<file path="src/rtl/alu_pkg.sv">
// Shared definitions for the multi-cycle ALU: opcodes, FSM encoding and
// flag bit positions within the internal flag register.
package alu_pkg;

  localparam logic [2:0] OP_ADD   = 3'd0;
  localparam logic [2:0] OP_SUB   = 3'd1;
  localparam logic [2:0] OP_AND   = 3'd2;
  localparam logic [2:0] OP_OR    = 3'd3;
  localparam logic [2:0] OP_XOR   = 3'd4;
  localparam logic [2:0] OP_NOTA  = 3'd5;
  localparam logic [2:0] OP_PASSB = 3'd6;
  localparam logic [2:0] OP_MUL   = 3'd7;

  typedef enum logic [1:0] {
    ST_IDLE = 2'd0,
    ST_MUL  = 2'd1,
    ST_DONE = 2'd2
  } state_t;

  localparam int FLAG_C = 0;
  localparam int FLAG_N = 1;
  localparam int FLAG_P = 2;
  localparam int FLAG_Z = 3;

endpackage

</file>
<file path="src/rtl/alu_mul_iter.sv">
// Iterative unsigned shift-add multiplier, one multiplier bit per cycle.
// A start pulse loads the operands; WIDTH steps follow, after which done is
// high until the cycle the product is taken (busy then drops).
// Only instantiated when ALU_MUL_EN is defined.
module alu_mul_iter #(
  parameter int WIDTH = 8
) (
  input  logic               clk,
  input  logic               rst,
  input  logic               start,
  input  logic [WIDTH-1:0]   a,
  input  logic [WIDTH-1:0]   b,
  output logic               busy,
  output logic               done,
  output logic [2*WIDTH-1:0] product
);

  localparam int CNT_W = $clog2(WIDTH + 1);

  logic [WIDTH-1:0] a_q;
  logic [WIDTH-1:0] hi;
  logic [WIDTH-1:0] lo;
  logic [CNT_W-1:0] cnt;
  logic [WIDTH:0]   sum;

  // Partial sum: add the multiplicand when the current multiplier bit is set.
  assign sum = lo[0] ? ({1'b0, hi} + {1'b0, a_q}) : {1'b0, hi};

  // Load on start, then shift the {hi, lo} pair right one bit per step.
  always_ff @(posedge clk) begin
    if (rst) begin
      a_q  <= '0;
      hi   <= '0;
      lo   <= '0;
      cnt  <= '0;
      busy <= 1'b0;
    end else if (start) begin
      a_q  <= a;
      hi   <= '0;
      lo   <= b;
      cnt  <= CNT_W'(WIDTH);
      busy <= 1'b1;
    end else if (busy) begin
      if (cnt != '0) begin
        hi  <= sum[WIDTH:1];
        lo  <= {sum[0], lo[WIDTH-1:1]};
        cnt <= cnt - 1'b1;
      end else begin
        busy <= 1'b0;
      end
    end
  end

  assign done    = busy & (cnt == '0);
  assign product = {hi, lo};

endmodule

</file>
<file path="src/rtl/alu_multicycle.sv">
// Multi-cycle ALU with valid/ready operand and result handshakes.
// Handshake: a transfer happens on a rising edge where valid & ready are both
// high; the producer holds its data stable while valid is high and ready low.
// Optional feature macro: ALU_MUL_EN enables the iterative multiplier for
// selop=7; without it selop=7 completes in one cycle with a zero result.
module alu_multicycle
  import alu_pkg::*;
#(
  parameter int WIDTH   = 8,
  parameter int SHAMT_W = $clog2(WIDTH)
) (
  input  logic               clk,
  input  logic               rst,
  input  logic               in_valid,
  output logic               in_ready,
  input  logic [WIDTH-1:0]   busA,
  input  logic [WIDTH-1:0]   busB,
  input  logic [2:0]         selop,
  input  logic [SHAMT_W-1:0] shamt,
  input  logic               shdir,
  input  logic               enaf,
  output logic               out_valid,
  input  logic               out_ready,
  output logic [WIDTH-1:0]   busC,
  output logic [WIDTH-1:0]   busH,
  output logic               C,
  output logic               N,
  output logic               P,
  output logic               Z
);

  state_t             state;
  logic [SHAMT_W-1:0] shamt_q;
  logic               shdir_q;
  logic               enaf_q;
  logic [3:0]         flags;

  logic               accept;
  logic               is_mul;
  logic               mul_busy;
  logic               mul_done;
  logic [2*WIDTH-1:0] mul_prod;
  logic               finish;

  logic [WIDTH:0]     op_sum;
  logic [WIDTH-1:0]   op_res;
  logic               op_c;

  logic [WIDTH-1:0]   sh_src;
  logic               sh_c;
  logic [SHAMT_W-1:0] sh_amt;
  logic               sh_dir;
  logic [WIDTH-1:0]   hi_src;
  logic               en_flags;
  logic [2*WIDTH-1:0] ext_l;
  logic [2*WIDTH-1:0] ext_r;
  logic [WIDTH-1:0]   res;
  logic               res_c;

  assign in_ready = (state == ST_IDLE) | ((state == ST_DONE) & out_ready);
  assign accept   = in_valid & in_ready;

`ifdef ALU_MUL_EN
  assign is_mul = (selop == OP_MUL);

  alu_mul_iter #(.WIDTH(WIDTH)) u_mul (
    .clk     (clk),
    .rst     (rst),
    .start   (accept & is_mul),
    .a       (busA),
    .b       (busB),
    .busy    (mul_busy),
    .done    (mul_done),
    .product (mul_prod)
  );
`else
  assign is_mul   = 1'b0;
  assign mul_busy = 1'b0;
  assign mul_done = 1'b0;
  assign mul_prod = '0;
`endif

  // A result is ready either straight from an accepted single-cycle op or
  // when the multiplier reports its final step.
  assign finish = (accept & ~is_mul) | ((state == ST_MUL) & mul_busy & mul_done);

  // Single-cycle operation on the live operands (only used on accept).
  always_comb begin
    op_sum = '0;
    op_res = '0;
    op_c   = 1'b0;
    case (selop)
      OP_ADD: begin
        op_sum = {1'b0, busA} + {1'b0, busB};
        op_res = op_sum[WIDTH-1:0];
        op_c   = op_sum[WIDTH];
      end
      OP_SUB: begin
        op_sum = {1'b0, busA} + {1'b0, ~busB} + (WIDTH+1)'(1);
        op_res = op_sum[WIDTH-1:0];
        op_c   = ~op_sum[WIDTH];
      end
      OP_AND:   op_res = busA & busB;
      OP_OR:    op_res = busA | busB;
      OP_XOR:   op_res = busA ^ busB;
      OP_NOTA:  op_res = ~busA;
      OP_PASSB: op_res = busB;
      default: begin
        op_res = '0;
        op_c   = 1'b0;
      end
    endcase
  end

  // Post-op shifter; the MUL path uses the latched shift controls.
  always_comb begin
    if (state == ST_MUL) begin
      sh_src   = mul_prod[WIDTH-1:0];
      sh_c     = |mul_prod[2*WIDTH-1:WIDTH];
      sh_amt   = shamt_q;
      sh_dir   = shdir_q;
      hi_src   = mul_prod[2*WIDTH-1:WIDTH];
      en_flags = enaf_q;
    end else begin
      sh_src   = op_res;
      sh_c     = op_c;
      sh_amt   = shamt;
      sh_dir   = shdir;
      hi_src   = '0;
      en_flags = enaf;
    end
    ext_l = {{WIDTH{1'b0}}, sh_src} << sh_amt;
    ext_r = {sh_src, {WIDTH{1'b0}}} >> sh_amt;
    if (sh_amt == '0) begin
      res   = sh_src;
      res_c = sh_c;
    end else if (sh_dir) begin
      res   = ext_r[2*WIDTH-1:WIDTH];
      res_c = ext_r[WIDTH-1];
    end else begin
      res   = ext_l[WIDTH-1:0];
      res_c = ext_l[WIDTH];
    end
  end

  // Control FSM with registered result, flags and out_valid.
  always_ff @(posedge clk) begin
    if (rst) begin
      state     <= ST_IDLE;
      shamt_q   <= '0;
      shdir_q   <= 1'b0;
      enaf_q    <= 1'b0;
      busC      <= '0;
      busH      <= '0;
      flags     <= '0;
      out_valid <= 1'b0;
    end else begin
      if (accept) begin
        shamt_q <= shamt;
        shdir_q <= shdir;
        enaf_q  <= enaf;
        if (is_mul) begin
          state     <= ST_MUL;
          out_valid <= 1'b0;
        end
      end
      if (finish) begin
        state     <= ST_DONE;
        out_valid <= 1'b1;
        busC      <= res;
        busH      <= hi_src;
        if (en_flags) begin
          flags[FLAG_C] <= res_c;
          flags[FLAG_N] <= res[WIDTH-1];
          flags[FLAG_Z] <= (res == '0);
          flags[FLAG_P] <= ~res[WIDTH-1] & (res != '0);
        end
      end else if (!accept && (state == ST_DONE) && out_ready) begin
        state     <= ST_IDLE;
        out_valid <= 1'b0;
      end
    end
  end

  assign C = flags[FLAG_C];
  assign N = flags[FLAG_N];
  assign P = flags[FLAG_P];
  assign Z = flags[FLAG_Z];

endmodule
</file>
<file path="config.mk">
export PLATFORM = sky130hd
export DESIGN_NAME = alu_multicycle
export DESIGN_NICKNAME = d
export VERILOG_FILES = /design/src/rtl/alu_pkg.sv /design/src/rtl/alu_mul_iter.sv /design/src/rtl/alu_multicycle.sv
export SDC_FILE = /design/constraint.sdc
export NUM_CORES = 1
export LEC_CHECK = 0
export ABC_CLOCK_PERIOD_IN_PS = 2800
export BUFFER_PORTS_ARGS = -buffer_cell sky130_fd_sc_hd__buf_2
export CAP_MARGIN = 20
export CORE_ASPECT_RATIO = 0.9
export CORE_MARGIN = 2
export CORE_UTILIZATION = 52
export DETAILED_ROUTE_END_ITERATION = 6
export PLACE_DENSITY = 0.81
export SETUP_SLACK_MARGIN = 0.3
export SLEW_MARGIN = 5
export SYNTH_ARGS = -nofsm -noshare
export SYNTH_HDL_FRONTEND = slang
export SYNTH_SLANG_ARGS = --single-unit
</file>
<file path="constraint.sdc">
create_clock -name clk -period 2.8 [get_ports clk]
set_clock_uncertainty 0.05 [all_clocks]
set_input_delay 0.14 -clock clk [delete_from_list [all_inputs] [get_ports clk]]
set_output_delay 0.14 -clock clk [all_outputs]
set_load 0.1 [all_outputs]
</file>
# Word-level counts from Yosys, hierarchy flattened
# Index checks and enable logic that the tools add are counted.
[totals]
input_bits = 28
out_inout_bits = 22
wordCells = 46
register_bits = 14
[classes]
bitwise = 11
reduce_logical = 10
n_shift = 2
n_mux = 10
add_sub_neg = 3
n_eq_ne = 6
[op_table]
columns = ["operator", "count"]
rows = [
  ["$pmux W8 S7", 1],
  ["$add A8 B8 Y9", 2],
  ["$mux W8", 2],
  ["$not A8 Y8", 2],
  ["$shr A16 B3 Y16", 1],
  ["$add A9 B1 Y9 const B", 1],
  ["$eq A3 B3 Y1 const B", 3],
  ["$shl A8 B3 Y9", 1],
  ["$and A8 B8 Y8", 1],
  ["$logic_not A8 Y1", 1],
  ["$or A8 B8 Y8", 1],
  ["$reduce_bool A8 Y1", 1],
  ["$xor A8 B8 Y8", 1],
  ["$eq A3 B2 Y1 const B", 2],
  ["$logic_not A3 Y1", 2],
  ["$mux W1", 4],
  ["$mux W2", 2],
  ["$and A1 B1 Y1", 3],
  ["$eq A3 B1 Y1 const B", 1],
  ["$logic_and A1 B1 Y1", 2],
  ["$logic_not A2 Y1", 1],
  ["$not A1 Y1", 2],
  ["$pmux W1 S2", 1],
  ["$reduce_and A2 Y1", 1],
  ["other kinds (3)", 3],
]

# Logic depth before layout (Yosys ltp)
# Gate-level depths: netlist of run 1.
[logic_depth]
word_depth = 9
mapped_depth = 14
depth_no_buf = 14

# Worst setup path after synthesis of run 1
# OpenSTA, ideal clock, no wires.
[synth_timing]
kind = "register to register"
startpoint = "reg out_valid (netlist name)"
endpoint = "reg flags[3]"
t_required_ns = 2.633
arrival_ns = 2.819
path_stages_with_launch = 7
slack_ns = -0.186
n_path_buf = 1
cell_sequence = "dfxtp_1 > nand2b_1 > and2_1 > clkbuf_1 > nand2_1 > nor2_1 > a32o_1"
[synth_rtl]
columns = ["item", "line", "source"]
rows = [
  ["to (signal, indexed assignment)", "alu_multicycle.sv:173", "flags[FLAG_C] <= res_c;"],
  ["to (signal, indexed assignment)", "alu_multicycle.sv:174", "flags[FLAG_N] <= res[WIDTH-1];"],
  ["to (signal, indexed assignment)", "alu_multicycle.sv:175", "flags[FLAG_Z] <= (res == '0);"],
  ["to (decl)", "alu_multicycle.sv:36", "logic [3:0] flags;"],
]

# Worst setup path after layout of run 1
[layout_timing]
startpoint = "in busA[0]"
endpoint = "reg flags[0]"
[layout_between]
elab_chain_len = 6
word_cells_on_any_way = 14
classes_between = "add/sub (3); shift (2); mux (4); bitwise (5)"
[layout_rtl]
columns = ["item", "line", "source"]
rows = [
  ["from (decl)", "alu_multicycle.sv:16", "input logic [WIDTH-1:0] busA,"],
  ["$add A8 B8 Y9", "alu_multicycle.sv:99", "op_sum = {1'b0, busA} + {1'b0, ~busB} + (WIDTH+1)'(1);"],
  ["$add A9 B1 Y9", "alu_multicycle.sv:99", ""],
  ["$pmux W8 S7", "alu_multicycle.sv:92", "case (selop)"],
  ["$shl A8 B3 Y9 or $shr A16 B3 Y16 (tied branches)", "alu_multicycle.sv:132, alu_multicycle.sv:133", ""],
  ["$mux W1", "alu_multicycle.sv:137", "end else if (sh_dir) begin"],
  ["$mux W1 *", "alu_multicycle.sv:134", "if (sh_amt == '0) begin"],
]
# Mark *: on every way between the ends. The rest lies on a longest branch, timed or not.
# A chain may end at the register's enable or synchronous reset.

==> flow_metrics.env, run 1 <==
export IMPL_postSynthAreaPerCell_um2=7.13
export IMPL_diodes=0
export IMPL_yosys_cell_types_count=68
export IMPL_die_height_um=71.7
export IMPL_drive_gt1_share_pct=44.3
export IMPL_dieArea_um2=5670
export IMPL_fin_ws_ns=0.0211
export IMPL_fp_coreArea_um2=4860
export IMPL_boundaryPins=50
export IMPL_grt_ovfl_total=0
export IMPL_hold_buffers=0
export IMPL_static_leakage_power_nw=1.75
export IMPL_numPortBuffers=41
export IMPL_grtUsageTotal_pct=31.1
export IMPL_cts_root_buffer_cell="clkbuf_8"
export IMPL_yosysWarningCount=0
export IMPL_crit_path_start_kind="input pin"
export IMPL_cts_tree="yes"
export IMPL_relSlewSlack_pct=48.0
export IMPL_pre_cts_slack_ns=-0.261
export IMPL_crit_arrival_ns=2.86
export IMPL_grt_pass1_vias=3138
export IMPL_grt_setup_unrepaired="true"
export IMPL_clock_sinks=13
export IMPL_drt_iter0_drc=433
export IMPL_insertion_delay_ns=0.24
export IMPL_crit_type="input pin to register"
export IMPL_antenna_found_initial=0
export IMPL_status="completed"
export IMPL_ir_drop_mv=0.298
export IMPL_postRouteWirelength_um=10100
export IMPL_routabilityCongestion=1.01
export IMPL_finalHoldViolCount=0
export IMPL_path_clk_slew_ns=0.06
export IMPL_grt_max_degree=26
export IMPL_htree_num_levels=1
export IMPL_setup_violations=0
export IMPL_grt_pass1_wl_um=14600
export IMPL_worst_pin_slew_ns=0.781
export IMPL_max_cap_violations=0
export IMPL_num_vias=3477
export IMPL_die_w_um=79.2
export IMPL_synth_seq_cells=13
export IMPL_slew_viol_final=0
export IMPL_end_kind="register"
export IMPL_ant_nets=0
export IMPL_hold_path_startpoint="in_valid"
export IMPL_critPathMaxFanout=6
export IMPL_p_total_w=0.00135
export IMPL_remaining_drc_errors=0
export IMPL_ys_seq_area_share_pct=9.84
export IMPL_rows=24
export IMPL_synth_edf_count=0
export IMPL_required_ns=2.88
export IMPL_vias_per_cell=6.50
export IMPL_cp_startpoint="busA[0]"
export IMPL_finish_net_count=526
export IMPL_clock_path_buffers=2
export IMPL_drtPass1Iterations=5
export IMPL_async_flop_share_pct=0
export IMPL_syn_area_um2=2650
export IMPL_hold_class="input pin to register"
export IMPL_syn_to_final_growth_pct=51.6
export IMPL_avgRoutedWirePerCell_um=18.9
export IMPL_dp_hpwl_um=6470
export IMPL_fmax_mhz=360
export IMPL_numCtsBuffers=3
export IMPL_fin_crit_ns=2.78
export IMPL_finalCritPeriodShare_pct=99.2
export IMPL_rr_startpoint="out_valid$_SDFFE_PP0P_"
export IMPL_initial_core_util_pct=54.4
export IMPL_synthFlopType="dfxtp_1"
export IMPL_power_density_nw_per_um2=338
export IMPL_synthCells=371
-- per-layer routing --
metal	track usage [%]	vias up	share of wire, %
li1	-	1558	-
met1	42.2	1613	39
met2	52.9	261	48
met3	3.40	45	9.2
met4	7.66	0	3.6
met5	0	-	0
-- critical path: stages --
cell       delay, ns
buf_12          0.11
inv_12          0.04
ha_4            0.11
inv_2           0.03
fa_2            0.37
or4b_4          0.52
a31oi_4         0.19
a2111oi_4       0.09
buf_4           0.18
mux2_2          0.25
o22ai_1         0.14
nand3_1         0.16
o41ai_1         0.10
nor3_1          0.08
a311oi_1        0.33
-- final timing paths --
| check | endpoint | slack [ns] | depth (start not counted) |
|---|---|---|---|
| max reg2reg | flags[0]$_SDFFE_PP0P_ | 0.97 | 5 |
| min reg2reg | out_valid$_SDFFE_PP0P_ | 0.44 | 2 |
| max | flags[0]$_SDFFE_PP0P_ | 0.02 | 15 |
| min | out_valid$_SDFFE_PP0P_ | 0.08 | 3 |
-- layout make-up --
type | instances | area (um2)
Tap cell | 65 | 81.3
Clock buffer | 4 | 45.0
Inverter | 27 | 114
Fill cell | 277 | 855
Sequential cell | 13 | 262
Timing Repair Buffer | 124 | 932
Multi-Input combinational cell | 302 | 2580
-- cell usage in the layout (no fill, tap or decap), types with 3 or more instances in the layout --
cell | synthesis | routed
nor3_1 | 16 | 13
o22ai_1 | 8 | 5
buf_4 | 10 | 72
ha_2 | 0 | 3
a2111oi_0 | 3 | 3
nor2b_1 | 10 | 8
nand2_1 | 33 | 31
conb_1 | 1 | 8
a21o_1 | 3 | 3
mux2i_1 | 14 | 13
ha_1 | 25 | 14
buf_6 | 2 | 9
or3_1 | 3 | 3
clkbuf_8 | 0 | 3
dfxtp_1 | 13 | 12
o21ai_1 | 2 | 5
o211ai_1 | 6 | 6
buf_2 | 9 | 38
a21oi_2 | 0 | 4
xnor2_1 | 3 | 3
a211oi_2 | 0 | 9
ha_4 | 0 | 8
buf_12 | 0 | 5
o21ai_0 | 11 | 6
nor3_2 | 2 | 3
nand3b_1 | 3 | 3
nand3_1 | 5 | 4
nor2_1 | 38 | 36
o31a_1 | 3 | 3
inv_1 | 27 | 22
a211oi_1 | 12 | 3
inv_2 | 0 | 4
a221oi_2 | 0 | 5
nand2b_1 | 5 | 3
a21oi_1 | 20 | 16
-- per-stage QoR --
| step | hold slack (ns) | util, % | setup TNS, ns | instance area [um2] | instances |
|---|---|---|---|---|---|
| floorplan | 0.162 | - | 0 | 2780 | 378 |
| global placement | 0.330 | 71.1 | -0.781 | 3460 | 523 |
| detailed placement | 0.337 | 71.1 | -1.37 | 3460 | 523 |
| CTS | 0.0873 | 76.2 | 0 | 3710 | 534 |
| global route | 0.0952 | 82.4 | -0.0869 | 4010 | 535 |
| finish | 0.0823 | 82.4 | 0 | 4010 | 535 |
-- timing repair --
| action | 4_1_cts | 5_1_grt |
|---|---|---|
| resized for setup | 35 | 55 |
| buffers inserted | 7 | 1 |
| pin swaps | 26 | 27 |
| setup endpoints to repair | 12 | 12 |
| gates cloned | 0 | 0 |
-- sequential cells by signal, summed over array words and instances (netlist names) --
register and flops:
busC 8, flags 4, out_valid 1
-- cell families (layout without fill, tap and decap cells) --
group	Yosys count	after routing	share of synthesized area [%]
AOI/OAI and AO/OA	114	114	31.9
other	1	8	0.142
xor gates and xnor gates	3	3	0.994
and+or+nand+nor	132	132	25.0
DFF	13	13	9.84
adders and majority gates	27	27	13.3
buffers and inverters	63	155	11.4
muxes	18	18	7.43
-- synthesized netlist by cell type (6+ instances only) --
library cell	count	area, um2
buf_4	10	75.1
clkbuf_1	13	48.8
o21ai_0	11	55.1
nor2_1	38	143
a21oi_1	20	100
o211ai_1	6	45.0
buf_2	9	45.0
nor3_1	16	80.1
o22ai_1	8	50.1
dfxtp_1	13	260
ha_1	25	313
a221oi_1	6	52.6
nand2_1	33	124
mux2i_1	14	140
inv_1	27	101
nor2b_1	10	62.6
a211oi_1	12	90.1
-- report_power, final --
| group | internal, W | switching (W) |
|---|---|---|
| combinational | 0.000394 | 0.000584 |
| clock | 0.000101 | 0.0000679 |
| sequential | 0.000200 | 0.00000793 |
Note: power is estimated with default switching activity, not from simulation.
==> inputs of run 2 (changes only) <==
--- a/config.mk
+++ b/config.mk
@@ -5,12 +5,12 @@
 export SDC_FILE = /design/constraint.sdc
 export NUM_CORES = 1
 export LEC_CHECK = 0
-export ABC_CLOCK_PERIOD_IN_PS = 2800
+export ABC_CLOCK_PERIOD_IN_PS = 3500
 export BUFFER_PORTS_ARGS = -buffer_cell sky130_fd_sc_hd__buf_2
 export CAP_MARGIN = 20
-export CORE_ASPECT_RATIO = 0.9
+export CORE_ASPECT_RATIO = 0.6
 export CORE_MARGIN = 2
-export CORE_UTILIZATION = 52
+export CORE_UTILIZATION = 55
 export DETAILED_ROUTE_END_ITERATION = 6
 export PLACE_DENSITY = 0.81
 export SETUP_SLACK_MARGIN = 0.3
==> constraint.sdc (replaced) <==
create_clock -name clk -period 3.5 [get_ports clk]
set_clock_uncertainty 0.05 [all_clocks]
set_input_delay 0.175 -clock clk [delete_from_list [all_inputs] [get_ports clk]]
set_output_delay 0.175 -clock clk [all_outputs]
set_load 0.1 [all_outputs]
==> flow_metrics.env, run 2 (synthesis results as in run 1) <==
export IMPL_crit_type="input pin to register"
export IMPL_initial_core_util_pct=57.6
export IMPL_clock_path_buffers=2
export IMPL_design_area_um2=2950
export IMPL_grt_max_degree=34
export IMPL_layout_commonest_cell="buf_2"
export IMPL_ant_nets=0
export IMPL_hold_buffers=0
export IMPL_finish_net_count=457
export IMPL_numCtsBuffers=3
export IMPL_grtUsageTotal_pct=29.4
export IMPL_tns_ns=0
export IMPL_largest_register_ffs=8
export IMPL_finalHoldViolCount=0
export IMPL_fin_crit_ns=3.04
export IMPL_htree_num_levels=1
export IMPL_rows=19
export IMPL_remaining_drc_errors=0
export IMPL_finalCritPeriodShare_pct=86.7
export IMPL_hold_class="input pin to register"
export IMPL_power_density_nw_per_um2=288
export IMPL_setup_violations=0
export IMPL_drtPass1Iterations=5
export IMPL_diodes=0
export IMPL_drt_iter0_drc=460
export IMPL_ir_drop_mv=0.149
export IMPL_fmax_mhz=329
export IMPL_max_cap_violations=0
export IMPL_clock_sinks=13
export IMPL_drive_gt1_share_pct=19.2
export IMPL_fill_cells=427
export IMPL_worst_pin_slew_ns=0.641
export IMPL_grt_pass1_vias=2548
export IMPL_num_vias=3025
export IMPL_avgRoutedWirePerCell_um=17.5
export IMPL_static_leakage_power_nw=1.30
export IMPL_critPathMaxFanout=7
export IMPL_antenna_found_initial=0
export IMPL_grt_pass1_wl_um=12800
export IMPL_dieArea_um2=5400
export IMPL_relSlewSlack_pct=57.3
export IMPL_fp_coreArea_um2=4590
export IMPL_boundaryPins=50
export IMPL_top_regs="busC x8, flags x4, out_valid x1"
export IMPL_end_kind="register"
export IMPL_required_ns=3.58
export IMPL_die_w_um=93.5
export IMPL_syn_to_final_growth_pct=11.6
export IMPL_grt_ovfl_total=0
export IMPL_vias_per_cell=6.52
export IMPL_insertion_delay_ns=0.24
export IMPL_final_cell_mix="41 x buf_2, 37 x nor2_1, 32 x nand2_1, 27 x inv_1, 24 x ha_1"
export IMPL_dp_hpwl_um=6240
export IMPL_die_height_um=57.7
export IMPL_regMostFlops="busC"
export IMPL_routabilityCongestion=1.03
export IMPL_crit_path_start_kind="input pin"
export IMPL_path_clk_slew_ns=0.05
export IMPL_grt_setup_unrepaired="false"
export IMPL_p_total_w=0.000851
export IMPL_cts_tree="yes"
export IMPL_crit_arrival_ns=3.12
export IMPL_place_area_um2=2850
export IMPL_status="completed"
export IMPL_numPortBuffers=41
export IMPL_postLayoutCoreUtil_pct=64.4
export IMPL_slew_viol_final=0
export IMPL_postRouteWirelength_um=8130
export IMPL_cts_root_buffer_cell="clkbuf_8"
[run 2: cell count changes in the layout (fill, tap and decap cells not counted), sizes merged]
cell	delta
buf	-69
[run 2: power breakdown]
group | switching (W) | internal [W] | total [W]
clock | 0.0000498 | 0.0000802 | 0.000130
combinational | 0.000387 | 0.000169 | 0.000557
sequential | 0.00000480 | 0.000160 | 0.000164
total | 0.000442 | 0.000409 | 0.000851
[run 2: repair_timing]
item / in CTS / in global routing
gates resized for setup: 0 / 10
endpoints found under the setup margin: 0 / 2
setup buffers: 0 / 2
[run 2: final timing paths]
path / startpoint / end / slack, ns / cells after the start
max: busA[3] / flags[3]$_SDFFE_PP0P_ / 0.46 / 13
min: in_valid / out_valid$_SDFFE_PP0P_ / 0.13 / 3
max reg2reg: out_valid$_SDFFE_PP0P_ / flags[0]$_SDFFE_PP0P_ / 1.82 / 5
min reg2reg: flags[2]$_SDFFE_PP0P_ / flags[2]$_SDFFE_PP0P_ / 0.44 / 2
[run 2: critical path: stages]
cell and delay (ns):
buf_2 0.12, inv_1 0.05, ha_1 0.37, a21oi_1 0.32, nand2_1 0.20, o311ai_0 0.35, a32o_1 0.38, nand2_1 0.17
a221o_1 0.40, and3_1 0.21, nand4_1 0.11, nor3_2 0.06, a32o_1 0.22
[run 2: final cells by class]
type	count	area [um2]	area share [%]
sequential	13	260	8.81
timing repair buffer	55	310	10.5
tap	63	78.8	2.67
clock buffer	4	45.0	1.53
multi-input combinational	302	2160	73.1
inverter	27	101	3.43
[run 2: through the flow]
| stage | std cells | setup slack (ns) | hold WS (ns) |
|---|---|---|---|
| floorplan | 378 | 0.514 | 0.197 |
| global placement | 458 | 0.230 | 0.367 |
| detailed placement | 458 | 0.146 | 0.376 |
| CTS | 462 | 0.391 | 0.125 |
| global route | 464 | 0.319 | 0.146 |
| finish | 464 | 0.464 | 0.130 |
[run 2: metal layers]
| metal | up-vias | GRT usage (%) | wire length, um |
|---|---|---|---|
| li1 | 1420 | - | - |
| met1 | 1364 | 46.5 | 3730 |
| met2 | 227 | 38.6 | 3080 |
| met3 | 14 | 10.4 | 1260 |
| met4 | 0 | 3.31 | 69 |
| met5 | - | 0 | 0 |
==> inputs of run 3 (changes only) <==
--- a/config.mk
+++ b/config.mk
@@ -9,7 +9,7 @@
 export BUFFER_PORTS_ARGS = -buffer_cell sky130_fd_sc_hd__buf_2
 export CAP_MARGIN = 20
 export CORE_ASPECT_RATIO = 0.6
-export CORE_MARGIN = 2
+export CORE_MARGIN = 3
 export CORE_UTILIZATION = 55
 export DETAILED_ROUTE_END_ITERATION = 6
 export PLACE_DENSITY = 0.81
==> flow_metrics.env, run 3 (synthesis results as in run 1) <==
export IMPL_status="completed"
export IMPL_clock_sinks=13
export IMPL_vias_per_cell=6.63
export IMPL_ir_drop_mv=0.168
export IMPL_crit_arrival_ns=3.27
export IMPL_num_vias=3063
export IMPL_ant_nets=0
export IMPL_antenna_found_initial=0
export IMPL_die_w_um=95.5
export IMPL_die_height_um=59.7
export IMPL_grtUsageTotal_pct=29.4
export IMPL_dp_hpwl_um=6510
export IMPL_tns_ns=0
export IMPL_worst_pin_slew_ns=0.781
export IMPL_cts_tree="yes"
export IMPL_fill_cells=373
export IMPL_static_leakage_power_nw=1.30
export IMPL_drt_iter0_drc=454
export IMPL_path_clk_slew_ns=0.06
export IMPL_dp_cells=457
export IMPL_syn_to_final_growth_pct=10.7
export IMPL_regMostFlops="busC"
export IMPL_cts_root_buffer_cell="clkbuf_8"
export IMPL_rows=18
export IMPL_drtPass1Iterations=6
export IMPL_hold_buffers=0
export IMPL_avgRoutedWirePerCell_um=18.0
export IMPL_postRouteWirelength_um=8310
export IMPL_initial_core_util_pct=60.5
export IMPL_power_density_nw_per_um2=293
export IMPL_critPathMaxFanout=8
export IMPL_fin_crit_ns=3.18
export IMPL_hold_path_depth=2
export IMPL_fp_coreArea_um2=4370
export IMPL_routabilityCongestion=1.06
export IMPL_htree_num_levels=1
export IMPL_top_layer="met4"
export IMPL_crit_type="input pin to register"
export IMPL_grt_ovfl_total=0
export IMPL_relSlewSlack_pct=46.6
export IMPL_finalHoldViolCount=0
export IMPL_fmax_mhz=314
export IMPL_layout_commonest_cell="buf_2"
export IMPL_largest_register_ffs=8
export IMPL_grt_setup_unrepaired="false"
export IMPL_top_regs="busC x8, flags x4, out_valid x1"
export IMPL_boundaryPins=50
export IMPL_max_cap_violations=0
export IMPL_crit_path_start_kind="input pin"
export IMPL_wl_met1_um=3660
export IMPL_drive_gt1_share_pct=17.9
export IMPL_grt_pass1_wl_um=13300
export IMPL_grt_pass1_vias=2691
export IMPL_hold_class="input pin to register"
export IMPL_finalCritPeriodShare_pct=91.0
export IMPL_dieArea_um2=5700
export IMPL_grt_max_degree=34
export IMPL_diodes=0
export IMPL_setup_violations=0
export IMPL_insertion_delay_ns=0.24
export IMPL_final_cells=462
export IMPL_clock_path_buffers=2
export IMPL_met3WireLength_um=1510
export IMPL_slew_viol_final=0
export IMPL_reg2reg_depth=5
export IMPL_end_kind="register"
export IMPL_numCtsBuffers=3
export IMPL_remaining_drc_errors=0
export IMPL_final_cell_mix="41 x buf_2, 38 x nor2_1, 33 x nand2_1, 27 x inv_1, 25 x ha_1"
export IMPL_numPortBuffers=41
export IMPL_required_ns=3.59
export IMPL_wl_met2_um=3050
export IMPL_finish_net_count=458
[run 3: power by group]
part | switching, W | total (W) | internal, W | leakage [nW]
logic | 0.000390 | 0.000561 | 0.000171 | 1.17
registers | 0.00000523 | 0.000165 | 0.000160 | 0.107
clock network | 0.0000531 | 0.000133 | 0.0000803 | 0.0228
[run 3: per-layer routing]
metal  track usage [%]  vias to the layer above
met5                 0                        -
met4              5.06                        0
met3              10.1                       18
met2              37.9                      267
met1              46.1                     1357
li1                  -                     1421
[run 3: final timing paths]
check,startpoint,to,slack (ns)
max,busA[0],flags[3]$_SDFFE_PP0P_,0.32
min,enaf,flags[1]$_SDFFE_PP0P_,0.12
max reg2reg,out_valid$_SDFFE_PP0P_,flags[0]$_SDFFE_PP0P_,1.85
min reg2reg,busC[0]$_SDFFE_PP0P_,busC[0]$_SDFFE_PP0P_,0.44
[run 3: cell type report]
class	instances	area (um2)	area share (%)
Tap cell	60	75.1	2.56
Inverter	27	101	3.46
Clock buffer	4	45.0	1.54
Sequential cell	13	260	8.89
Timing Repair Buffer	56	318	10.9
Multi-Input combinational cell	302	2130	72.7
[run 3: what timing repair did]
action / CTS / global route
hold endpoints to repair: 0 / 0
resized for setup: 1 / 3
setup endpoints to repair: 1 / 2
buffers inserted: 0 / 1
pin swaps: 0 / 2
gates cloned: 0 / 0
[run 3: through the flow]
| step | power, W | utilization [%] | area, um2 | hold WS, ns | setup WS, ns |
|---|---|---|---|---|---|
| 2_1_floorplan | 0.000579 | - | 2670 | 0.197 | 0.514 |
| 3_3_place_gp | 0.000694 | 65.4 | 2860 | 0.365 | 0.189 |
| 3_5_place_dp | 0.000701 | 65.4 | 2860 | 0.374 | 0.0571 |
| 4_1_cts | 0.000837 | 66.6 | 2910 | 0.121 | 0.433 |
| 5_1_grt | 0.000900 | 67.0 | 2930 | 0.142 | 0.267 |
| 6_report | 0.000859 | 67.0 | 2930 | 0.124 | 0.316 |
[run 3: worst max-delay path: stages]
cell and delay [ns]:
buf_2 0.12, inv_1 0.11, ha_1 0.15, inv_1 0.04, fa_1 0.42, or4b_2 0.70, a31oi_2 0.20, a2111oi_4 0.11
mux2i_1 0.26, nand2_1 0.11, a21boi_0 0.27, a221oi_1 0.09, o21ai_1 0.21, nor3_2 0.09, a32o_1 0.22
